==> src/rtl/ifq_pkg.sv <==
// ifq_pkg: definitions shared by the instruction fetch queue read side
// (ifq_dispatch, ifq_skid_buf) and the fetch-side controller.
//   ifq_state_t     : dispatch FSM state encoding
//   IFQ_DATA_W      : default instruction width
//   IFQ_PC_W        : default program counter width
//   IFQ_RESET_PC    : default PC of the first instruction after reset
//   IFQ_INST_BYTES  : PC step per delivered instruction
//   ifq_credit_ok   : pop-credit check for a 2-entry skid buffer
package ifq_pkg;

  localparam int          IFQ_DATA_W     = 32;
  localparam int          IFQ_PC_W       = 32;
  localparam logic [31:0] IFQ_RESET_PC   = 32'h0000_0000;
  localparam logic [31:0] IFQ_INST_BYTES = 32'd4;

  typedef enum logic [1:0] {
    ST_RST   = 2'd0,
    ST_RUN   = 2'd1,
    ST_FLUSH = 2'd2
  } ifq_state_t;

  // A pop may be issued when the entries already held plus the one in
  // flight leave a free slot, or when decode frees a slot this cycle.
  function automatic logic ifq_credit_ok(input logic [1:0] cnt,
                                         input logic       inflight,
                                         input logic       consume);
    logic [2:0] used;
    used = {1'b0, cnt} + {2'b00, inflight};
    return (used < 3'd2) | consume;
  endfunction

endpackage

==> src/rtl/ifq_skid_buf.sv <==
// ifq_skid_buf: 2-entry FIFO-ordered register buffer holding popped
// instructions until decode accepts them.
//   clk, reset  : clock, asynchronous active-low reset
//   clear       : drop all entries (has priority over push/pop)
//   push        : write push_data at the tail
//   push_data   : data to write
//   pop         : advance the head (ignored when empty)
//   cnt         : number of valid entries (0..2)
//   head        : head entry data
//   head_valid  : cnt != 0
module ifq_skid_buf
  import ifq_pkg::*;
#(
  parameter int DATA_W = IFQ_DATA_W
) (
  input  logic              clk,
  input  logic              reset,
  input  logic              clear,
  input  logic              push,
  input  logic [DATA_W-1:0] push_data,
  input  logic              pop,
  output logic [1:0]        cnt,
  output logic [DATA_W-1:0] head,
  output logic              head_valid
);

  logic [DATA_W-1:0] entry0;
  logic [DATA_W-1:0] entry1;
  logic              do_pop;

  assign do_pop     = pop & (cnt != 2'd0);
  assign head       = entry0;
  assign head_valid = (cnt != 2'd0);

  // entry0 is always the head; a pop shifts entry1 down.
  always_ff @(posedge clk or negedge reset) begin
    if (!reset) begin
      cnt    <= 2'd0;
      entry0 <= '0;
      entry1 <= '0;
    end else if (clear) begin
      cnt <= 2'd0;
    end else begin
      case ({push, do_pop})
        2'b11: begin
          if (cnt == 2'd2) begin
            entry0 <= entry1;
            entry1 <= push_data;
          end else begin
            entry0 <= push_data;
          end
        end
        2'b10: begin
          // A push into a full buffer cannot happen under the credit rule.
          if (cnt == 2'd0) begin
            entry0 <= push_data;
            cnt    <= 2'd1;
          end else if (cnt == 2'd1) begin
            entry1 <= push_data;
            cnt    <= 2'd2;
          end
        end
        2'b01: begin
          entry0 <= entry1;
          cnt    <= cnt - 2'd1;
        end
        default: begin
        end
      endcase
    end
  end

endmodule

==> src/rtl/ifq_dispatch.sv <==
// ifq_dispatch: read side of the instruction fetch queue. Pops the fetch
// FIFO under a 2-slot credit, buffers in ifq_skid_buf, and hands
// instructions with their PC to decode over valid/ready. A resolved branch
// drops everything queued, pulses fifo_clear and restarts at the target.
//   clk, reset     : clock, asynchronous active-low reset
//   fifo_dout      : FIFO read data, valid the cycle after rd_enable
//   fifo_empty     : FIFO has no entries
//   rd_enable      : FIFO pop request
//   fifo_clear     : one-cycle pulse emptying FIFO / restarting fetch
//   branch_valid   : taken branch / redirect from execute
//   branch_target  : redirect PC
//   inst, inst_pc  : head instruction and its PC
//   inst_valid     : inst/inst_pc valid
//   inst_ready     : decode accepts
//
// state    | meaning
// ---------+------------------------------------------------------------
// ST_RST   | first cycle after reset, no pops
// ST_RUN   | normal popping and delivery
// ST_FLUSH | one cycle absorbing the FIFO clear; no pops, nothing valid
module ifq_dispatch
  import ifq_pkg::*;
#(
  parameter int              DATA_W   = IFQ_DATA_W,
  parameter int              PC_W     = IFQ_PC_W,
  parameter logic [PC_W-1:0] RESET_PC = PC_W'(IFQ_RESET_PC)
) (
  input  logic              clk,
  input  logic              reset,
  input  logic [DATA_W-1:0] fifo_dout,
  input  logic              fifo_empty,
  output logic              rd_enable,
  output logic              fifo_clear,
  input  logic              branch_valid,
  input  logic [PC_W-1:0]   branch_target,
  output logic [DATA_W-1:0] inst,
  output logic [PC_W-1:0]   inst_pc,
  output logic              inst_valid,
  input  logic              inst_ready
);

  localparam logic [PC_W-1:0] PC_STEP = PC_W'(IFQ_INST_BYTES);

  ifq_state_t state;
  logic       inflight;
  logic [1:0] cnt;
  logic       head_valid;
  logic       consume;
  logic       redirect;
  logic       running;

  assign running  = (state == ST_RUN);
  assign redirect = branch_valid & (running | (state == ST_FLUSH));
  assign consume  = inst_valid & inst_ready;

  // Redirect must reach the FIFO in the same cycle so it stops producing
  // stale data before the next edge.
  assign fifo_clear = redirect;
  assign rd_enable  = running & ~fifo_empty & ~branch_valid &
                      ifq_credit_ok(cnt, inflight, consume);

  // The buffer is already empty outside RUN; gating keeps that explicit.
  assign inst_valid = head_valid & running;

  ifq_skid_buf #(
    .DATA_W (DATA_W)
  ) u_skid (
    .clk        (clk),
    .reset      (reset),
    .clear      (redirect),
    .push       (inflight),
    .push_data  (fifo_dout),
    .pop        (consume),
    .cnt        (cnt),
    .head       (inst),
    .head_valid (head_valid)
  );

  always_ff @(posedge clk or negedge reset) begin
    if (!reset) begin
      state    <= ST_RST;
      inflight <= 1'b0;
      inst_pc  <= RESET_PC;
    end else begin
      // rd_enable is already 0 on a redirect, so in-flight data dies here.
      inflight <= rd_enable;
      case (state)
        ST_RST: begin
          state <= ST_RUN;
        end
        ST_RUN, ST_FLUSH: begin
          if (branch_valid) begin
            // Branch wins over a coincident consume: no PC step.
            state   <= ST_FLUSH;
            inst_pc <= branch_target;
          end else begin
            state <= ST_RUN;
            if (consume) begin
              inst_pc <= inst_pc + PC_STEP;
            end
          end
        end
        default: begin
          state <= ST_RST;
        end
      endcase
    end
  end

endmodule

==> config.mk <==
export PLATFORM = sky130hd
export DESIGN_NAME = ifq_dispatch
export DESIGN_NICKNAME = d
export VERILOG_FILES = /design/src/rtl/ifq_pkg.sv /design/src/rtl/ifq_skid_buf.sv /design/src/rtl/ifq_dispatch.sv
export SDC_FILE = /design/constraint.sdc
export NUM_CORES = 1
export LEC_CHECK = 0
export CORE_UTILIZATION = 45
export DETAILED_ROUTE_END_ITERATION = 8
export PLACE_DENSITY = 0.79
export SLEW_MARGIN = 0
export SYNTH_ARGS = -nofsm -noshare
export SYNTH_HDL_FRONTEND = slang
export SYNTH_HIERARCHICAL = 1
export SYNTH_SLANG_ARGS = --single-unit
==> constraint.sdc <==
create_clock -name clk -period 2.95 [get_ports clk]
set_input_delay 0.885 -clock clk [delete_from_list [all_inputs] [get_ports clk]]
set_output_delay 0.885 -clock clk [all_outputs]
set_load 0.005 [all_outputs]
==> impl_metrics.env, run 1 <==
export IMPL_globalRouteTotalUtil=0.243
export IMPL_clk_root_buffer_cell="sky130_fd_sc_hd__clkbuf_16"
export IMPL_outcome="finished with violations"
export IMPL_num_rows=41
export IMPL_setup_worst_path_start="inst_ready"
export IMPL_synth_edf_count=0
export IMPL_detail_route_first_pass_iterations=7
export IMPL_floorplan_die_width_um=117
export IMPL_clock_tree_buf_depth=2
export IMPL_pwr_cell_area_nw_per_um2=1050
export IMPL_reg2reg_from="u_skid/cnt[0]$_DFFE_PN0P_"
export IMPL_grt_pass1_wl_mm=25.5
export IMPL_seq_area_frac_synth=0.425
export IMPL_synth_cells=543
export IMPL_worst_setup_path_start_kind="input port"
export IMPL_synth_area_leaders="sky130_fd_sc_hd__dfrtp_1 42%, sky130_fd_sc_hd__mux2i_1 7.7%, sky130_fd_sc_hd__mux2_4 7.6%"
export IMPL_distinct_cells_synth=60
export IMPL_num_fill_cells=1000
export IMPL_routed_wire_length_per_instance_um=19.1
export IMPL_area_taken_by_multi_input_logic_gates_sq_um=3160
export IMPL_gr_busiest_metal="met2"
export IMPL_yosys_warning_total=6
export IMPL_drt_iter0_markers=352
export IMPL_vias=5058
export IMPL_timing_final_ws_setup_ns=-0.0103
export IMPL_initial_utilization=0.466
export IMPL_cts_hold_buffers=0
export IMPL_slew_worst_pin_ns=0.648
export IMPL_finalCriticalPeriod_ns=2.96
export IMPL_floorplan_die_height_um=117
export IMPL_groute_layer_met2_usage=0.418
export IMPL_r2r_cells=13
export IMPL_crit_type="input port to primary output"
export IMPL_num_nets_final=756
export IMPL_synth_cell_area_sq_um=5950
export IMPL_regToRegSetupSlack_ns=0.19
export IMPL_syn2layout_area_growth_pct=32.8
export IMPL_layout_drive_gt1_share=0.194
export IMPL_crit_path_max_fanout=2
export IMPL_worstSetupEndpoint="rd_enable"
export IMPL_number_of_cts_inserted_buffers=9
export IMPL_post_synth_cell_area_avg_sq_um=11.0
export IMPL_drv_max_cap_violation_count=0
export IMPL_cts_num_sinks=101
export IMPL_finalHoldViolations=0
export IMPL_via_count_of_the_first_global_routing_pass=5157
export IMPL_maxSlewViolCount=0
export IMPL_violated_checks="setup timing"
export IMPL_detail_route_antenna_nets=0
export IMPL_core_sq_um=12800
export IMPL_h_tree_depth=3
export IMPL_max_freq_ghz=0.338
export IMPL_synth_ff_latch_count=101
export IMPL_rsz0062_at_grt="yes"
export IMPL_timing_clock_skew_ns=0.0110
export IMPL_clk_pin_slew_ns=0.07
export IMPL_hold_path_class="flip-flop to flip-flop"
export IMPL_post_place_ws_ns=-0.422
export IMPL_synth_net_count=624
export IMPL_post_dp_hpwl_mm=11.1
export IMPL_post_route_period_util=1.00
export IMPL_grt_use_met3=0.0458
export IMPL_cp_data_required_time_ns=2.07
export IMPL_grt_start_max_net_pins=63
export IMPL_global_route_overflow_total=0
export IMPL_yosysTopAreaCellShare=0.425
export IMPL_finalSetupViolations=1
export IMPL_cp_data_arrival_time_ns=2.08
export IMPL_max_slew_margin=0.568
export IMPL_grt_met1_usage=0.298
export IMPL_synthFlopType="sky130_fd_sc_hd__dfrtp_1"
export IMPL_via_density=5.93
export IMPL_fin_total_pwr_mw=8.27
export IMPL_die_area_sq_um=13700
export IMPL_gp_congestion=0.876
export IMPL_leading_area_contributor_after_synthesis="sky130_fd_sc_hd__dfrtp_1"
export IMPL_floorplan_io_pins=136
export IMPL_crit_path_end_kind="primary output"
export IMPL_finalWirelength_mm=16.3
export IMPL_synthArstFlopShare=1.00
export IMPL_worst_skew_pair_late_latency_ns=0.36
export IMPL_drc_violation_count_after_routing=0
export IMPL_tritoncts="yes"
export IMPL_portBuffers=135
export IMPL_leakagePower_nw=3.35
export IMPL_worst_r2r_end="u_skid/entry1[0]$_DFFE_PN0P_"
export IMPL_ir_drop_uv=512
export IMPL_grt_antenna_before_repair=1
export IMPL_sequential_cell_area_sq_um=2530
==> registers in the layout (all words and copies together) (netlist names) <==
register / count
u_skid/entry1: 32
inflight: 1
state: 2
u_skid/head: 32
inst_pc: 32
u_skid/cnt: 2
==> worst min path at each step <==
stage / from / to / slack, ns / cells after the start
CTS: inst_pc[1]$_DFFE_PN0P_ / inst_pc[1]$_DFFE_PN0P_ / 0.49 / 2
detailed placement: inst_pc[0]$_DFFE_PN0P_ / inst_pc[0]$_DFFE_PN0P_ / 0.48 / 2
global placement: inst_pc[1]$_DFFE_PN0P_ / inst_pc[1]$_DFFE_PN0P_ / 0.46 / 2
global route: inst_pc[0]$_DFFE_PN0P_ / inst_pc[0]$_DFFE_PN0P_ / 0.52 / 2
floorplan: inst_pc[0]$_DFFE_PN0P_ / inst_pc[0]$_DFFE_PN0P_ / 0.47 / 2
finish: inst_pc[1]$_DFFE_PN0P_ / inst_pc[1]$_DFFE_PN0P_ / 0.49 / 2
==> through the flow <==
stage	std cells	hold WS (ns)	setup TNS (ns)	cell area (sq um)	utilization
2_1_floorplan	543	0.470	0	5950	-
3_3_place_gp	834	0.462	-10.23	7520	0.589
3_5_place_dp	834	0.476	-16.03	7520	0.589
4_1_cts	850	0.493	-0.0216	7860	0.615
5_1_grt	852	0.523	-0.0379	7900	0.618
6_report	853	0.492	-0.0103	7900	0.618
==> where the power goes <==
group	leakage (nW)	internal, mW	switching, mW	total (mW)
Combinational	1.99	2.31	1.79	4.10
Clock	0.160	0.770	0.535	1.31
Sequential	1.20	2.10	0.767	2.86
==> synthesized netlist by cell type, types with 13 or more instances <==
library cell               instances
sky130_fd_sc_hd__mux2_2           35
sky130_fd_sc_hd__o22ai_1          15
sky130_fd_sc_hd__nand3_1          20
sky130_fd_sc_hd__a21oi_1          56
sky130_fd_sc_hd__nand4_1          13
sky130_fd_sc_hd__inv_1            13
sky130_fd_sc_hd__a221oi_1         31
sky130_fd_sc_hd__nor2_1           18
sky130_fd_sc_hd__clkbuf_1         17
sky130_fd_sc_hd__mux2i_1          46
sky130_fd_sc_hd__dfrtp_1         101
sky130_fd_sc_hd__mux2_4           30
sky130_fd_sc_hd__nand2_1          34
==> cells in the final DEF (no fill, tap or decap), types with 15 or more instances in the layout <==
| master | n |
|---|---|
| sky130_fd_sc_hd__nand2_1 | 33 |
| sky130_fd_sc_hd__nand3_1 | 20 |
| sky130_fd_sc_hd__dfrtp_1 | 101 |
| sky130_fd_sc_hd__buf_4 | 21 |
| sky130_fd_sc_hd__clkdlybuf4s50_1 | 132 |
| sky130_fd_sc_hd__mux2_4 | 30 |
| sky130_fd_sc_hd__mux2_2 | 35 |
| sky130_fd_sc_hd__mux2i_1 | 46 |
| sky130_fd_sc_hd__o22ai_1 | 15 |
| sky130_fd_sc_hd__a221oi_1 | 29 |
| sky130_fd_sc_hd__a21oi_1 | 56 |
| sky130_fd_sc_hd__nor2_1 | 18 |
==> layer usage <==
metal,wire [um],up-vias
li1,-,2335
met1,6880,2464
met2,7930,225
met3,1090,34
met4,361,0
met5,0,-
==> critical path, cell delays in order <==
cell and delay [ns]:
sky130_fd_sc_hd__clkdlybuf4s50_1 0.47, sky130_fd_sc_hd__nand3_1 0.11, sky130_fd_sc_hd__clkinv_1 0.09, sky130_fd_sc_hd__nor2_1 0.06
sky130_fd_sc_hd__nor4b_2 0.30, sky130_fd_sc_hd__clkbuf_2 0.17
==> timing repair <==
item,4_1_cts,5_1_grt
gates resized for setup,4,4
setup buffers,0,1
cloned,0,1
pin swaps,0,1
endpoints found under the setup margin,2,42
endpoints found under the hold margin,0,0
==> area by class of cell <==
type,count,share of cell area
Tap cell,172,0.0272
Sequential cell,101,0.320
Clock buffer,11,0.0307
Antenna cell,1,0.000317
Clock inverter,5,0.0105
Timing Repair Buffer,161,0.205
Inverter,15,0.00713
Multi-Input combinational cell,387,0.399
==> kinds of logic after synthesis <==
kind of cell	count (synthesis)	share of synthesized area
compound gates	136	0.153
xor+xnor	1	0.00147
simple gates	125	0.123
fa+ha+maj	12	0.0252
mux	113	0.223
buf+inv	55	0.0494
flops	101	0.425
Power figures use the tool's default switching activity.
==> run 2: changes to the inputs <==
--- a/config.mk
+++ b/config.mk
@@ -6,6 +6,7 @@
 export NUM_CORES = 1
 export LEC_CHECK = 0
 export CORE_UTILIZATION = 45
+export CTS_BUF_LIST = sky130_fd_sc_hd__clkbuf_2 sky130_fd_sc_hd__clkbuf_4 sky130_fd_sc_hd__clkbuf_8
 export DETAILED_ROUTE_END_ITERATION = 8
 export PLACE_DENSITY = 0.79
 export SLEW_MARGIN = 0
==> run 2 against run 1 <==
- the flow now finishes without violations
- utilization fell by 0.96 points
- global-route usage decreased by 0.11 points
- die area stayed put
- count of clock-buffer cells in the layout unchanged
- hold slack improved by 0.0052 ns
- final area decreased by 1.6%
- via count fell by 1.0%
- power down 4.0%
- worst setup slack improved by 0.13 ns
- clock power is 22% lower
- critical path depth increased by 2
- wire length shrank 2.4%
- critical path type is now flip-flop to primary output
- critical endpoint unchanged
- highest routed layer unchanged
==> impl_metrics.env, run 2 (synthesized netlist as in run 1, its figures left out) <==
export IMPL_cts_num_sinks=101
export IMPL_number_of_cts_inserted_buffers=9
export IMPL_h_tree_depth=3
export IMPL_post_route_period_util=0.961
export IMPL_max_freq_ghz=0.353
export IMPL_post_dp_hpwl_mm=11.1
export IMPL_power_share_combinational=0.513
export IMPL_timing_clock_skew_ns=0.0138
export IMPL_vias=5005
export IMPL_cts_hold_buffers=0
export IMPL_grt_start_max_net_pins=63
export IMPL_floorplan_die_height_um=117
export IMPL_switching_power_mw=3.02
export IMPL_crit_path_max_fanout=5
export IMPL_post_place_cells=834
export IMPL_routed_wire_length_per_instance_um=18.6
export IMPL_slowest_stage="sky130_fd_sc_hd__dfrtp_1"
export IMPL_design_area_sq_um=7780
export IMPL_crit_path_max_incr_delay_ns=0.40
export IMPL_global_route_overflow_total=0
export IMPL_detail_route_first_pass_iterations=5
export IMPL_grt_antenna_before_repair=1
export IMPL_max_slew_margin=0.560
export IMPL_maxSlewViolCount=0
export IMPL_tritoncts="yes"
export IMPL_num_fill_cells=1028
export IMPL_crit_path_cell_trace="inv_1 -> ha_1 -> inv_2 -> nand3_2 -> inv_2 -> nor2_1 -> nor4b_2 -> buf_2"
export IMPL_leakagePower_nw=3.30
export IMPL_syn2layout_area_growth_pct=30.7
export IMPL_finalCriticalPeriod_ns=2.83
export IMPL_crit_path_end_kind="primary output"
export IMPL_initial_utilization=0.466
export IMPL_worst_setup_path_start_kind="flip-flop"
export IMPL_power_clock_fraction=0.128
export IMPL_grt_pass1_wl_mm=25.3
export IMPL_die_area_sq_um=13700
export IMPL_floorplan_io_pins=136
export IMPL_core_sq_um=12800
export IMPL_clock_tree_buf_depth=2
export IMPL_layout_drive_gt1_share=0.194
export IMPL_critPathTopFamily="buffers and inverters"
export IMPL_cp_data_arrival_time_ns=1.95
export IMPL_critPathBufInv=4
export IMPL_placement_cell_area_sq_um=7520
export IMPL_drv_max_cap_violation_count=0
export IMPL_final_common_cell="sky130_fd_sc_hd__clkdlybuf4s50_1"
export IMPL_finalHoldViolations=0
export IMPL_crit_top_cell="sky130_fd_sc_hd__inv_2"
export IMPL_portBuffers=135
export IMPL_worst_skew_pair_late_latency_ns=0.39
export IMPL_clk_root_buffer_cell="sky130_fd_sc_hd__clkbuf_8"
export IMPL_pwr_cell_area_nw_per_um2=1020
export IMPL_detail_route_antenna_nets=0
export IMPL_via_count_of_the_first_global_routing_pass=5101
export IMPL_p_int_mw=4.91
export IMPL_finalWirelength_mm=15.9
export IMPL_slew_worst_pin_ns=0.660
export IMPL_globalRouteTotalUtil=0.242
export IMPL_floorplan_die_width_um=117
export IMPL_finalSetupTns_ns=0
export IMPL_pwr_share_seq=0.359
export IMPL_cp_data_required_time_ns=2.07
export IMPL_swShare=0.381
export IMPL_clk_pin_slew_ns=0.10
export IMPL_drt_iter0_markers=285
export IMPL_num_nets_final=756
export IMPL_mostFrequentLayoutCells="131 x sky130_fd_sc_hd__clkdlybuf4s50_1, 101 x sky130_fd_sc_hd__dfrtp_1, 56 x sky130_fd_sc_hd__a21oi_1"
export IMPL_num_rows=41
export IMPL_gp_congestion=0.876
export IMPL_hold_path_class="flip-flop to flip-flop"
export IMPL_finalSetupViolations=0
export IMPL_fin_total_pwr_mw=7.93
export IMPL_outcome="complete, no violations"
export IMPL_finish_cell_count_without_fillers=853
export IMPL_drc_violation_count_after_routing=0
export IMPL_ir_drop_uv=532
export IMPL_crit_type="flip-flop to primary output"
export IMPL_via_density=5.87
[run 2: power groups by stage]
stage	clock network, mW	registers (mW)	logic (mW)
after floorplan	0	2.68	2.49
after global placement	0	2.79	3.91
after detailed placement	0	2.86	4.05
after CTS	1.04	2.83	4.06
after global routing	1.10	2.95	4.42
final	1.02	2.85	4.07
[run 2: through the flow]
step / hold WS [ns] / worst slack [ns] / util
6_report: 0.497 / 0.116 / 0.609
4_1_cts: 0.500 / -0.0216 / 0.607
3_5_place_dp: 0.476 / -0.422 / 0.589
3_3_place_gp: 0.462 / -0.362 / 0.589
5_1_grt: 0.532 / -0.00215 / 0.609
2_1_floorplan: 0.470 / 0.186 / -
[run 2: worst paths after layout]
kind / slack, ns / cells past startpoint / end / from
worst max register to register: 0.19 / 13 / u_skid/entry1[17]$_DFFE_PN0P_ / u_skid/cnt[1]$_DFFE_PN0P_
worst min register to register: 0.50 / 2 / inst_pc[1]$_DFFE_PN0P_ / inst_pc[1]$_DFFE_PN0P_
max in group asynchronous: 1.78 / 2 / u_skid/entry1[17]$_DFFE_PN0P_ / reset
min in group asynchronous: 0.51 / 1 / u_skid/entry1[25]$_DFFE_PN0P_ / reset
worst min-delay path: 0.50 / 2 / inst_pc[1]$_DFFE_PN0P_ / inst_pc[1]$_DFFE_PN0P_
worst max-delay path: 0.12 / 8 / rd_enable / u_skid/cnt[1]$_DFFE_PN0P_
[run 2: timing repair]
item / CTS / global route
resized for setup: 4 / 5
pin swaps: 0 / 2
buffers inserted: 0 / 2
endpoints found under the setup margin: 2 / 3
[run 2: cell type report]
type	instances	area, sq um	area share
antenna	1	2.50	0.000322
clock buffer	11	145	0.0187
clock inverter	5	82.6	0.0106
inverter	15	56.3	0.00724
multi-input combinational	387	3150	0.404
sequential	101	2530	0.325
tap	172	215	0.0277
timing repair buffer	161	1600	0.206
[run 2: worst register-to-register path: cells and delay by family, from the launching register on]
family,cells,cell delay (ns)
adder cells (fa/ha/maj),2,0.40
multiplexers,2,0.72
buffers and inverters,6,0.80
flip-flops,1,0.40
AND/OR/NAND/NOR,3,0.33
[run 2: metal layers]
metal  vias to the layer above  wire length [um]  track usage
met4                         0               350        0.110
met3                        34              1080       0.0515
met1                      2445              6750        0.298
li1                       2321                 -            -
met5                         -                 0            0
met2                       205              7690        0.409
==> run 3: changes to the inputs <==
--- a/config.mk
+++ b/config.mk
@@ -7,9 +7,10 @@
 export LEC_CHECK = 0
 export CORE_UTILIZATION = 45
 export CTS_BUF_LIST = sky130_fd_sc_hd__clkbuf_2 sky130_fd_sc_hd__clkbuf_4 sky130_fd_sc_hd__clkbuf_8
+export CTS_CLUSTER_SIZE = 10
 export DETAILED_ROUTE_END_ITERATION = 8
+export GPL_TIMING_DRIVEN = 0
 export PLACE_DENSITY = 0.79
-export SLEW_MARGIN = 0
 export SYNTH_ARGS = -nofsm -noshare
 export SYNTH_HDL_FRONTEND = slang
 export SYNTH_HIERARCHICAL = 1
==> run 3 against run 2 <==
- utilization grew 0.69 points
- via count grew 4.1%
- fmax is essentially flat
- sequential power is essentially flat
- largest cell class unchanged
==> impl_metrics.env, run 3 (synthesized netlist as in run 1, its figures left out) <==
export IMPL_finalCriticalPeriod_ns=2.83
export IMPL_finalHoldViolations=0
export IMPL_syn2layout_area_growth_pct=32.2
export IMPL_cp_data_required_time_ns=2.07
export IMPL_grt_use_met3=0.0386
export IMPL_finalSetupTns_ns=0
export IMPL_grt_start_max_net_pins=69
export IMPL_layout_drive_gt1_share=0.202
export IMPL_area_taken_by_multi_input_logic_gates_sq_um=3170
export IMPL_insertedDiodeCount=0
export IMPL_die_area_sq_um=13700
export IMPL_global_route_overflow_total=0
export IMPL_sequential_cell_area_sq_um=2530
export IMPL_floorplan_die_height_um=117
export IMPL_max_slew_margin=0.584
export IMPL_design_area_sq_um=7870
export IMPL_drt_iter0_markers=356
export IMPL_fin_total_pwr_mw=8.11
export IMPL_portBuffers=135
export IMPL_h_tree_depth=3
export IMPL_via_density=5.96
export IMPL_core_sq_um=12800
export IMPL_max_freq_ghz=0.353
export IMPL_leakagePower_nw=3.33
export IMPL_crit_path_max_fanout=19
export IMPL_gr_busiest_metal="met2"
export IMPL_floorplan_io_pins=136
export IMPL_drc_violation_count_after_routing=0
export IMPL_hold_path_class="input port to asynchronous set/reset pin"
export IMPL_gp_congestion=0.926
export IMPL_reg2reg_from="u_skid/cnt[0]$_DFFE_PN0P_"
export IMPL_post_dp_hpwl_mm=11.9
export IMPL_maxSlewViolCount=0
export IMPL_clk_root_buffer_cell="sky130_fd_sc_hd__clkbuf_8"
export IMPL_vias=5211
export IMPL_num_nets_final=778
export IMPL_final_hold_worst_slack_ns=0.430
export IMPL_crit_type="input port to primary output"
export IMPL_timing_clock_skew_ns=0.0121
export IMPL_worst_skew_pair_late_latency_ns=0.40
export IMPL_cts_hold_buffers=0
export IMPL_grt_met1_usage=0.313
export IMPL_finalWirelength_mm=16.5
export IMPL_post_route_period_util=0.960
export IMPL_grt_antenna_before_repair=0
export IMPL_regToRegSetupSlack_ns=0.18
export IMPL_num_fill_cells=1024
export IMPL_globalRouteTotalUtil=0.250
export IMPL_drv_max_cap_violation_count=0
export IMPL_groute_layer_met2_usage=0.426
export IMPL_pwr_cell_area_nw_per_um2=1030
export IMPL_ir_drop_uv=601
export IMPL_placement_cell_area_sq_um=7540
export IMPL_detail_route_antenna_nets=0
export IMPL_outcome="complete, no violations"
export IMPL_rsz0062_at_grt="no"
export IMPL_clk_pin_slew_ns=0.11
export IMPL_clock_tree_buf_depth=2
export IMPL_r2r_cells=13
export IMPL_slew_worst_pin_ns=0.624
export IMPL_initial_utilization=0.466
export IMPL_cts_num_sinks=101
export IMPL_crit_path_end_kind="primary output"
export IMPL_detail_route_first_pass_iterations=5
export IMPL_routed_wire_length_per_instance_um=18.9
export IMPL_grt_pass1_wl_mm=26.3
export IMPL_final_common_cell="sky130_fd_sc_hd__clkdlybuf4s50_1"
export IMPL_cp_data_arrival_time_ns=1.95
export IMPL_num_rows=41
export IMPL_floorplan_die_width_um=117
export IMPL_worst_setup_path_start_kind="input port"
export IMPL_via_count_of_the_first_global_routing_pass=5327
export IMPL_tritoncts="yes"
export IMPL_mostFrequentLayoutCells="130 x sky130_fd_sc_hd__clkdlybuf4s50_1, 101 x sky130_fd_sc_hd__dfrtp_1, 56 x sky130_fd_sc_hd__a21oi_1"
export IMPL_number_of_cts_inserted_buffers=9
export IMPL_worst_r2r_end="u_skid/head[10]$_DFFE_PN0P_"
export IMPL_finalSetupViolations=0
[run 3: worst max-delay path, stage by stage]
cell and delay (ns):
sky130_fd_sc_hd__clkdlybuf4s15_2 0.25, sky130_fd_sc_hd__clkbuf_4 0.28, sky130_fd_sc_hd__nor4b_2 0.36, sky130_fd_sc_hd__buf_2 0.17
[run 3: repair_timing]
action                     in CTS  in global routing
resized for setup              22                  3
pin swaps                       2                  1
cloned                          0                  0
setup endpoints to repair      68                  3
buffers inserted                5                  3
[run 3: final cells by class]
cell class | instances | area share
Multi-Input combinational cell | 387 | 0.403
Sequential cell | 101 | 0.321
Timing Repair Buffer | 144 | 0.182
Buffer | 39 | 0.0317
Tap cell | 172 | 0.0274
Clock buffer | 9 | 0.0157
Clock inverter | 7 | 0.0105
Inverter | 15 | 0.00811
[run 3: worst max-delay path by stage]
stage | from | end | slack [ns] | depth (start not counted)
2_1_floorplan | inst_ready | u_skid/head[29]$_DFFE_PN0P_ | 0.19 | 8
3_3_place_gp | reset | inst_pc[14]$_DFFE_PN0P_ | -2.87 | 1
3_5_place_dp | branch_valid | rd_enable | -0.94 | 5
4_1_cts | u_skid/cnt[0]$_DFFE_PN0P_ | rd_enable | 0.03 | 8
5_1_grt | u_skid/cnt[0]$_DFFE_PN0P_ | u_skid/head[10]$_DFFE_PN0P_ | 0.03 | 13
6_report | branch_valid | rd_enable | 0.12 | 4
[run 3: power by group]
part	internal, mW	switching [mW]
Combinational	2.42	1.93
Clock	0.405	0.541
Sequential	2.09	0.730
[run 3: routing by layer]
metal,wire [um],vias to the layer above
met1,6990,2583
li1,-,2363
met4,374,0
met3,1060,34
met5,0,-
met2,8110,231
[run 3: stage by stage]
| stage | setup WS (ns) | utilization | std cells |
|---|---|---|---|
| 2_1_floorplan | 0.186 | - | 543 |
| 3_3_place_gp | -2.87 | 0.589 | 850 |
| 3_5_place_dp | -0.944 | 0.590 | 851 |
| 4_1_cts | 0.0262 | 0.613 | 871 |
| 5_1_grt | 0.0343 | 0.616 | 874 |
| 6_report | 0.118 | 0.616 | 874 |
